### config.mk
export PLATFORM = sky130hd
export DESIGN_NAME = alu_seq_flat
export DESIGN_NICKNAME = d
export VERILOG_FILES = /design/src/rtl/alu_seq_if.sv /design/src/rtl/alu_seq.sv /design/src/flat_wrapper.sv
export SDC_FILE = /design/constraint.sdc
export NUM_CORES = 1
export LEC_CHECK = 0
export ABC_AREA = 1
export CAP_MARGIN = 20
export CORE_ASPECT_RATIO = 1.1
export CORE_MARGIN = 2
export CORE_UTILIZATION = 40
export CTS_CLUSTER_SIZE = 30
export DETAILED_ROUTE_END_ITERATION = 8
export HOLD_SLACK_MARGIN = 0.03
export PLACE_DENSITY_LB_ADDON = 0.3
export SYNTH_ARGS = -nofsm -noshare
export SYNTH_HDL_FRONTEND = slang
export SYNTH_SLANG_ARGS = --single-unit
### constraint.sdc
create_clock -name clk -period 2.6 [get_ports clk]
set_input_delay 0.52 -clock clk [delete_from_list [all_inputs] [get_ports clk]]
set_output_delay 0.52 -clock clk [all_outputs]
set_load 0.1 [all_outputs]
### src/rtl/alu_seq_if.sv
// Operand/result channel of alu_seq: an issue side (in_valid/in_ready with
// a, b, op) and a result side (out_valid/out_ready with result, flags).
interface alu_seq_if #(
    parameter int WIDTH = 8
);
    logic             in_valid;
    logic             in_ready;
    logic [WIDTH-1:0] a;
    logic [WIDTH-1:0] b;
    logic [3:0]       op;
    logic             out_valid;
    logic             out_ready;
    logic [WIDTH-1:0] result;
    logic [3:0]       flags;

    // Producer/consumer side: issues operations and takes results.
    modport master (
        output in_valid, a, b, op, out_ready,
        input  in_ready, out_valid, result, flags
    );

    // ALU side.
    modport slave (
        input  in_valid, a, b, op, out_ready,
        output in_ready, out_valid, result, flags
    );
endinterface

### src/rtl/alu_seq.sv
// Handshaked, WIDTH-generic ALU with an iterative shift-add multiplier.
// Handshake: an operation is taken on a clock edge where in_valid && in_ready;
// a result is taken on an edge where out_valid && out_ready. Only one operation
// is in flight; in_ready is high only in IDLE and out_valid only in DONE.
module alu_seq #(
    parameter int WIDTH = 8
) (
    input  logic       clk,
    input  logic       rst,
    alu_seq_if.slave   bus,
    output logic [1:0] state_dbg
);
    localparam int CW = $clog2(WIDTH + 1);

    typedef enum logic [1:0] {
        IDLE = 2'd0,
        BUSY = 2'd1,
        DONE = 2'd2
    } state_t;

    state_t                 state;
    state_t                 state_nxt;
    logic [CW-1:0]          cnt;
    logic [WIDTH-1:0]       mcand;
    logic [2*WIDTH-1:0]     prod;
    logic [2*WIDTH-1:0]     prod_step;
    logic [WIDTH:0]         step_sum;
    logic                   last_step;
    logic                   accept;
    logic [WIDTH-1:0]       result_q;
    logic [3:0]             flags_q;

    logic [WIDTH-1:0]       alu_res;
    logic                   alu_c;
    logic                   alu_v;
    logic [WIDTH:0]         add_t;
    logic [WIDTH:0]         sub_t;
    logic [WIDTH:0]         shl_t;
    logic [WIDTH:0]         shr_t;
    logic signed [WIDTH:0]  sar_t;
    logic [WIDTH-1:0]       mul_res;
    logic                   mul_c;

    assign bus.in_ready  = (state == IDLE);
    assign bus.out_valid = (state == DONE);
    assign bus.result    = result_q;
    assign bus.flags     = flags_q;
    assign state_dbg     = state;
    assign accept        = bus.in_valid && (state == IDLE);

    // State register.
    always_ff @(posedge clk or posedge rst) begin
        if (rst) state <= IDLE;
        else     state <= state_nxt;
    end

    // Next-state logic.
    always_comb begin
        state_nxt = state;
        unique case (state)
            IDLE:    if (bus.in_valid) state_nxt = (bus.op == 4'd9) ? BUSY : DONE;
            BUSY:    if (last_step) state_nxt = DONE;
            DONE:    if (bus.out_ready) state_nxt = IDLE;
            default: state_nxt = IDLE;
        endcase
    end

    // Single-cycle ops. The shift temporaries carry one guard bit so the bit
    // shifted out last lands in a fixed position and becomes the carry; large
    // amounts shift everything (including the guard) out naturally.
    always_comb begin
        add_t   = {1'b0, bus.a} + {1'b0, bus.b};
        sub_t   = {1'b0, bus.a} - {1'b0, bus.b};
        shl_t   = {1'b0, bus.a} << bus.b;
        shr_t   = {bus.a, 1'b0} >> bus.b;
        sar_t   = $signed({bus.a, 1'b0}) >>> bus.b;
        alu_res = '0;
        alu_c   = 1'b0;
        alu_v   = 1'b0;
        case (bus.op)
            4'd0: begin
                alu_res = add_t[WIDTH-1:0];
                alu_c   = add_t[WIDTH];
                alu_v   = (bus.a[WIDTH-1] == bus.b[WIDTH-1]) &&
                          (add_t[WIDTH-1] != bus.a[WIDTH-1]);
            end
            4'd1: begin
                alu_res = sub_t[WIDTH-1:0];
                alu_c   = sub_t[WIDTH];
                alu_v   = (bus.a[WIDTH-1] != bus.b[WIDTH-1]) &&
                          (sub_t[WIDTH-1] != bus.a[WIDTH-1]);
            end
            4'd2: alu_res = bus.a & bus.b;
            4'd3: alu_res = bus.a | bus.b;
            4'd4: alu_res = bus.a ^ bus.b;
            4'd5: alu_res = ~bus.a;
            4'd6: begin
                alu_res = shl_t[WIDTH-1:0];
                alu_c   = shl_t[WIDTH];
            end
            4'd7: begin
                alu_res = shr_t[WIDTH:1];
                alu_c   = shr_t[0];
            end
            4'd8: begin
                alu_res = sar_t[WIDTH:1];
                alu_c   = sar_t[0];
            end
            default: ;
        endcase
    end

    // One shift-add step: add the multiplicand into the upper half when the
    // current multiplier bit (prod[0]) is set, then shift the pair right.
    always_comb begin
        step_sum  = {1'b0, prod[2*WIDTH-1:WIDTH]} + (prod[0] ? {1'b0, mcand} : '0);
        prod_step = {step_sum, prod[WIDTH-1:1]};
        last_step = (cnt == CW'(1));
        mul_res   = prod_step[WIDTH-1:0];
        mul_c     = |prod_step[2*WIDTH-1:WIDTH];
    end

    // Operand capture, multiplier iteration and result/flag registers.
    always_ff @(posedge clk or posedge rst) begin
        if (rst) begin
            cnt      <= '0;
            mcand    <= '0;
            prod     <= '0;
            result_q <= '0;
            flags_q  <= '0;
        end else begin
            case (state)
                IDLE: begin
                    if (accept) begin
                        if (bus.op == 4'd9) begin
                            mcand <= bus.a;
                            prod  <= {{WIDTH{1'b0}}, bus.b};
                            cnt   <= CW'(WIDTH);
                        end else begin
                            result_q <= alu_res;
                            flags_q  <= {alu_v, alu_c, alu_res[WIDTH-1], alu_res == '0};
                        end
                    end
                end
                BUSY: begin
                    prod <= prod_step;
                    cnt  <= cnt - CW'(1);
                    if (last_step) begin
                        result_q <= mul_res;
                        flags_q  <= {1'b0, mul_c, mul_res[WIDTH-1], mul_res == '0};
                    end
                end
                default: ;
            endcase
        end
    end
endmodule
### src/flat_wrapper.sv
// flat-port wrapper written by rule: the top's interface ports become plain ports
module alu_seq_flat 
#(
    parameter int WIDTH = 8
)
  (clk, rst, state_dbg, bus_in_valid, bus_a, bus_b, bus_op, bus_out_ready, bus_in_ready, bus_out_valid, bus_result, bus_flags);
  alu_seq_if #(.WIDTH(WIDTH)) bus_i ();
  input  logic clk;
  input  logic rst;
  output logic [1:0] state_dbg;
  input wire logic [$bits(bus_i.in_valid)-1:0] bus_in_valid;
  input wire logic [$bits(bus_i.a)-1:0] bus_a;
  input wire logic [$bits(bus_i.b)-1:0] bus_b;
  input wire logic [$bits(bus_i.op)-1:0] bus_op;
  input wire logic [$bits(bus_i.out_ready)-1:0] bus_out_ready;
  output wire logic [$bits(bus_i.in_ready)-1:0] bus_in_ready;
  output wire logic [$bits(bus_i.out_valid)-1:0] bus_out_valid;
  output wire logic [$bits(bus_i.result)-1:0] bus_result;
  output wire logic [$bits(bus_i.flags)-1:0] bus_flags;
  assign bus_i.in_valid = bus_in_valid;
  assign bus_i.a = bus_a;
  assign bus_i.b = bus_b;
  assign bus_i.op = bus_op;
  assign bus_i.out_ready = bus_out_ready;
  assign bus_in_ready = bus_i.in_ready;
  assign bus_out_valid = bus_i.out_valid;
  assign bus_result = bus_i.result;
  assign bus_flags = bus_i.flags;
  alu_seq #(.WIDTH(WIDTH)) u_core (.clk(clk), .rst(rst), .bus(bus_i), .state_dbg(state_dbg));
endmodule
==> results.md, run 1 <==
* # fillers at 1122
* Critical R2R Launch: u_core.mcand[0]
* Hold slack at a little under 500 ps
* Post-synth EDFFs at 0
* Drc violations at 0
* Hold buffers post-CTS at 0
* Starting DRT DRC Count at 355
* First-pass GRT wire length at 25400 um
* Minimum clock period after layout at 2480 ps
* Mapped Cells at roughly 700
* CTS tree: built
* Clock Latency Late Sink at around 290 ps
* Fraction of layout cells with a size suffix above 1 at 0.188
* R2r setup slk at 190 ps
* GR met3 Demand/Resource at 0.0298
* Ys async rst share at 1.00
* Routed WL at 16000 um
* Setup Viol. Count Final at 0
* Critical hold path startpoint: u_core.mcand[4]
* Post-synthesis area per instance at 6.42 um2
* Row cnt at 40
* Drt first pass iters at 7
* Final standard cell area without fillers at 5850 um2
* Critical path required time at 2820 ps
* Gr ovfl total at 0
* M1 GR Usage at 0.326
* Max FO, Critical Path at 3
* FMAX at 403 MHz
* N_diodes at 0
* WS Path Type: in2reg
* Fin nets at about 900
* Warning count from the yosys run at 0
* Post-Syn Area at 4520 um2
* Worst setup SP type: input port
* Post-synth top flop: dfrtp_1
* Hold Path Cell Cnt at 2
* Vias in the first global route at 5034
* Clk sinks at 41
* Maxcap violations at 0
* Die Y at roughly 120 um
* Commonest non-fill, non-tap cells in the layout: 209 x nand2_1, 103 x buf_4, 94 x inv_1, 80 x nand3_1, 47 x nor2_1
* Skew final at ~5.6 ps
* Post-Place Cell Area at 5560 um2
* Setup ws final at 117 ps
* Slew HR at 0.513
* Fin. max-slew vios at 0
* I/O Pins at 40
* RR Endpoint: u_core.bus.flags[2]
* Hpwl dp at between 10000 and 15000 um
* Post-synth cell types at 45
* Setup WS pre-CTS at -380 ps
* Core Region at 11000 um2
* Clock-pin slew on the worst setup and hold paths at roughly 60 ps
* Die ar. at 12200 um2
* Antenna violations before repair at 0
* Die Span X at 105 um
* Root Buffer: clkbuf_16
* #FFs+latches synth at 41
* Gr usage total at 0.268
* Clock buffer depth at 2
* Final Power at 4.06 mW
* Outcome: complete, no violations
* Proportion of synthesized chip area in sequential cells at 0.227
* Synth Net Count at around 770
* CTS Buf Count at 5
* Top Usage Layer GRT: met2
* H-tree level count at 2
* Cell Pwr Density at 695 nW/um2
* P_leak at 3.19 nW
* Worst reg2reg path depth at 15
* Fin crit share at 0.955
* Antenna viol nets, final at 0
* Commonest non-fill, non-tap cell in the layout: nand2_1
* Starting Density at 0.412
* Layout area overhead at 29.5%
* GR Util met2 at 0.482
* Setup crit end kind: flop
* DR vias at 5090
* Largest net degree at the start of global routing at 42
* Wirelength per Cell at approximately 17 um
* Fin. Hold Viols at 0
* Final Wtd Congestion at a little under 1
* Worst hold path type: reg2reg
* CP arrival at about 2700 ps
* Via/cell ratio at 5.30
* PortBufs at 39
* Worst VDD drop at 0.000607 V
* End of the worst hold path: u_core.mcand[4]
* Worst-Margin Slew at a little over 700 ps
repair_timing:
action | 4_1_cts | 5_1_grt
gates resized for setup | 4 | 19
buffers inserted | 1 | 1
setup endpoints to repair | 2 | 7
pin swaps | 2 | 2
flip-flops by register name, summed over array words and instances, names as in the netlist:
signal and flops:
u_core.bus.flags 4, u_core.prod 16, u_core.state_dbg 2, u_core.mcand 8, u_core.cnt 4, u_core.bus.result 7
cells in the mapped netlist (all sizes together), types with 2 or more instances:
cell type  instances  area (um2)
xor2               4        35.0
buf               19         146
a31oi              2        12.5
o31ai              3        22.5
ha                34         425
o211ai            12        95.1
nand4             28         249
nand3             84         435
a21oi             32         160
nor2              57         243
o21ai             37         185
a22o               3        26.3
nor4               2        12.5
inv               97         364
a21o               2        15.0
o22ai              7        43.8
o221ai             2        17.5
fa                 3        60.1
nand2            211         795
or2                2        12.5
clkbuf             7        26.3
xnor2              3        26.3
dfrtp             41        1030
nor3               4        20.0
worst max path at each step:
stage / start / endpoint / slack (ps) / cells past startpoint
floorplan: u_core.state_dbg[1] / bus_out_valid / 90 / 2
global placement: bus_a[0] / u_core.bus.flags[0] / -370 / 11
detailed placement: bus_a[0] / u_core.bus.flags[0] / -380 / 11
CTS: bus_b[2] / u_core.bus.flags[0] / 20 / 15
global route: u_core.mcand[0] / u_core.bus.flags[2] / -40 / 15
finish: bus_b[3] / u_core.bus.flags[0] / 120 / 14
per-layer routing:
metal / wire [um] / share of wire
met2: 7750 / 0.48
met1: 6740 / 0.42
met4: 635 / 0.040
met5: 0 / 0
met3: 892 / 0.056
worst max-delay path: stages:
cell             delay (ps)
clkdlybuf4s50_1         500
inv_1                   100
buf_4                   170
ha_1                    190
inv_1                    90
o21ai_1                  90
a21o_1                  200
o21ai_0                 160
nand2_1                  80
nor2_1                  150
nand2_1                 120
nor2_1                  110
nand4_1                  80
a21oi_1                 140
kinds of logic (layout without fill, tap and decap cells):
family                     count (synthesis)  count (layout)  share of synthesized area
and+or+nand+nor                          392             392                      0.398
xor gates and xnor gates                   7               7                     0.0136
DFF                                       41              41                      0.227
AOI/OAI and AO/OA                        103             103                      0.134
buffers and inverters                    124             234                      0.120
adders and majority gates                 37              37                      0.107
metrics by stage:
step | util | TNS, ps | cells
after floorplan | - | 0 | 704
after global placement | 0.507 | -1620 | 951
after detailed placement | 0.507 | -2000 | 951
after CTS | 0.526 | 0 | 960
after global routing | 0.534 | -51.2 | 961
final | 0.534 | 0 | 961
area by class of cell:
class / instances / area (um2) / area share
multi-input combinational: 539 / 3030 / 0.519
inverter: 98 / 368 / 0.0629
clock inverter: 3 / 68.8 / 0.0118
tap: 147 / 184 / 0.0314
timing repair buffer: 128 / 1040 / 0.179
clock buffer: 5 / 125 / 0.0214
sequential: 41 / 1030 / 0.175
power breakdown:
| part | switching, mW | total (mW) | internal, mW |
|---|---|---|---|
| clock | 0.266 | 0.819 | 0.554 |
| sequential | 0.179 | 1.07 | 0.892 |
| combinational | 1.49 | 2.17 | 0.681 |
| total | 1.94 | 4.06 | 2.13 |
(Power assumes the default switching activity.)
==> run 2, diff against run 1 <==
--- a/config.mk
+++ b/config.mk
@@ -6,7 +6,6 @@
 export NUM_CORES = 1
 export LEC_CHECK = 0
 export ABC_AREA = 1
-export CAP_MARGIN = 20
 export CORE_ASPECT_RATIO = 1.1
 export CORE_MARGIN = 2
 export CORE_UTILIZATION = 40
==> results of run 2 <==
The final DEF is identical to that of run 1; final timing and power are the same.
==> run 3, diff against run 2 <==
--- a/config.mk
+++ b/config.mk
@@ -7,7 +7,6 @@
 export LEC_CHECK = 0
 export ABC_AREA = 1
 export CORE_ASPECT_RATIO = 1.1
-export CORE_MARGIN = 2
 export CORE_UTILIZATION = 40
 export CTS_CLUSTER_SIZE = 30
 export DETAILED_ROUTE_END_ITERATION = 8
==> run 3 against run 2 <==
  * Final area increased by 0.19%
  * Worst hold slack got worse by 0.61 ps
  * Largest cell class unchanged
  * Core utilization increased by 0.10 points
  * Maximum frequency decreased by 1.2%
  * Critical endpoint unchanged
  * Critical path type unchanged
  * Largest power group unchanged
  * Sequential power about the same
==> results.md, run 3 (synthesized netlist as in run 1, its figures left out) <==
* Antenna violations before repair at 0 (unchanged)
* First-pass GRT wire length at 24900 um (-2.0%)
* Combinational fraction of design power at 0.549 (+0.014)
* Worst setup SP type: input port
* Row cnt at 40 (unchanged)
* Starting Density at 0.412 (unchanged)
* Root Buffer: clkbuf_16
* Setup_tns at 0 ps (unchanged)
* N_diodes at 0 (unchanged)
* Clk sinks at 41 (unchanged)
* Fin. Hold Viols at 0 (unchanged)
* Fin crit share at 0.966 (+0.0113)
* Hpwl dp at 13000 um (+0.56%)
* P_leak at 3.19 nW (about the same)
* Die ar. at 11700 um2 (-3.6%)
* R2r setup slk at 210 ps (+20 ps)
* Worst-Margin Slew at 753 ps (+27.3 ps)
* Setup crit end kind: flop
* Via/cell ratio at 5.39 (+1.8%)
* Crit path to: u_core.bus.flags[0]
* Worst hold path type: reg2reg
* Routed WL at 16000 um (about the same)
* Top reg by flops: u_core.prod
* Pint at 2.03 mW (-4.3%)
* Final standard cell area without fillers at 5860 um2 (+0.19%)
* Core Region at 11000 um2 (unchanged)
* RR Endpoint: u_core.bus.flags[2]
* Cells along the critical path: clkdlybuf4s50_1 > buf_4 > nor2_8 > buf_12 > nand4_2 > or2_1 > buf_4 > nor2_1 > nor2_1 > nand4_1 > nor2_1 > nand4_1 > a21oi_1
* CP max-delay cell: clkdlybuf4s50_1
* Reg power frac at 0.269 (+0.005)
* Commonest non-fill, non-tap cell in the layout: nand2_1
* Placed Instances at 951 (unchanged)
* WS Path Type: in2reg
* PortBufs at 39 (unchanged)
* Die Y at 113 um (-1.7%)
* Skew final at 7.72 ps (+2.10 ps)
* Largest net degree at the start of global routing at 42 (unchanged)
* Max reg flops at 16 (unchanged)
* Gr ovfl total at 0 (unchanged)
* Post-Place Cell Area at 5560 um2 (unchanged)
* CP arrival at 2690 ps (about the same)
* Crit path from: bus_b[5]
* Die Span X at 103 um (-1.9%)
* NetSw at 1.93 mW (-0.32%)
* Worst VDD drop at 0.000632 V (+4.1%)
* Layout area overhead at 29.8%
* Vias in the first global route at 4962 (-1.4%)
* Critical R2R Launch: u_core.mcand[0]
* Worst reg2reg path depth at 15 (unchanged)
* Outcome: complete, no violations
* Clk pwr share at 0.182 (-0.020)
* Wirelength per Cell at 16.7 um (about the same)
* Fin nets at 873 (-0.11%)
* Critical path required time at 2780 ps (-40 ps)
* Drc violations at 0 (unchanged)
* Max FO, Critical Path at 6 (+3)
* Clock Latency Late Sink at 290 ps (about the same)
* Clock buffer depth at 2 (unchanged)
* Maxcap violations at 0 (unchanged)
* Fraction of layout cells with a size suffix above 1 at 0.196 (+0.00761)
* Drt first pass iters at 5 (-2)
* FMAX at 398 MHz (-1.2%)
* Setup Viol. Count Final at 0 (unchanged)
* Switching part of the total power at 0.487 (+0.0103)
* Starting DRT DRC Count at 384 (+8.2%)
* Cell Pwr Density at 677 nW/um2 (-2.6%)
* DR vias at 5175 (+1.7%)
* CP peak stage delay at 460 ps (-40 ps)
* Critical path's most frequent cell: nor2_1
* Hold slack at 485 ps (-0.612 ps)
* Post-Layout Cell Count at 960 (-0.10%)
* Final Wtd Congestion at 0.995 (+1.5%)
* CTS Buf Count at 5 (unchanged)
* Slew HR at 0.494 (-0.0183)
* I/O Pins at 40 (unchanged)
* Fin. max-slew vios at 0 (unchanged)
* Clock-pin slew on the worst setup and hold paths at 70 ps (about the same)
* Gr usage total at 0.281 (+0.0129)
* Antenna viol nets, final at 0 (unchanged)
* CTS tree: built
* Minimum clock period after layout at 2510 ps (+29.5 ps)
* H-tree level count at 2 (unchanged)
* Commonest non-fill, non-tap cells in the layout: 210 x nand2_1, 100 x buf_4, 92 x inv_1, 79 x nand3_1, 47 x nor2_1
[run 3: changes by cell type in the layout (fill, tap and decap cells not counted), moves of 2 or more]
cell / delta
buf_4: -3
inv_1: -2
buf_6: +2
ha_1: -2
ha_2: +2
inv_2: +2
[run 3: per-stage QoR]
stage | setup slack [ps] | util | total power, mW
global placement | -419 | 0.507 | 3.15
detailed placement | -468 | 0.507 | 3.20
floorplan | 89.5 | - | 2.59
CTS | 6.99 | 0.523 | 3.94
global route | -23.5 | 0.535 | 4.20
finish | 87.6 | 0.535 | 3.97
[run 3: power by group through the flow]
| stage | Sequential (mW) | Clock [mW] | Combinational, mW |
|---|---|---|---|
| 3_3_place_gp | 1.06 | 0 | 2.09 |
| 6_report | 1.07 | 0.722 | 2.18 |
| 4_1_cts | 1.07 | 0.732 | 2.14 |
| 2_1_floorplan | 1.52 | 0 | 1.07 |
| 3_5_place_dp | 1.07 | 0 | 2.13 |
| 5_1_grt | 1.10 | 0.756 | 2.35 |
[run 3: how the worst min path moves through the flow]
stage	startpoint	endpoint	slack [ps]	depth (start not counted)
after global placement	u_core.mcand[0]	u_core.mcand[0]	470	2
after detailed placement	u_core.mcand[6]	u_core.mcand[6]	480	2
final	u_core.mcand[6]	u_core.mcand[6]	480	2
after floorplan	u_core.mcand[0]	u_core.mcand[0]	450	2
after CTS	u_core.mcand[6]	u_core.mcand[6]	490	2
after global routing	u_core.prod[14]	u_core.prod[14]	520	2
[run 3: layer usage]
layer	vias to the layer above	wire length, um	GRT usage
li1	2526	-	-
met1	2423	6750	0.348
met2	182	7650	0.484
met3	44	850	0.0263
met4	0	771	0.136
met5	-	0	0
[run 3: area by class of cell]
class | count | area [um2]
clock buffer | 5 | 125
clock inverter | 3 | 43.8
fill | 1113 | 5100
inverter | 98 | 368
multi-input combinational | 539 | 3070
sequential | 41 | 1030
tap | 147 | 184
timing repair buffer | 127 | 1050
[run 3: repair_timing]
action / 4_1_cts / 5_1_grt
setup endpoints to repair: 2 / 6
buffers inserted: 0 / 1
hold buffers: 0 / 0
gates resized for setup: 4 / 30
endpoints found under the hold margin: 0 / 0
pin swaps: 1 / 4
[run 3: critical path: cells and delay by family]
family | cells | cell delay, ps
AND/OR/NAND/NOR | 8 | 1170
AO/OA/AOI/OAI | 1 | 60
buffers and inverters | 4 | 920
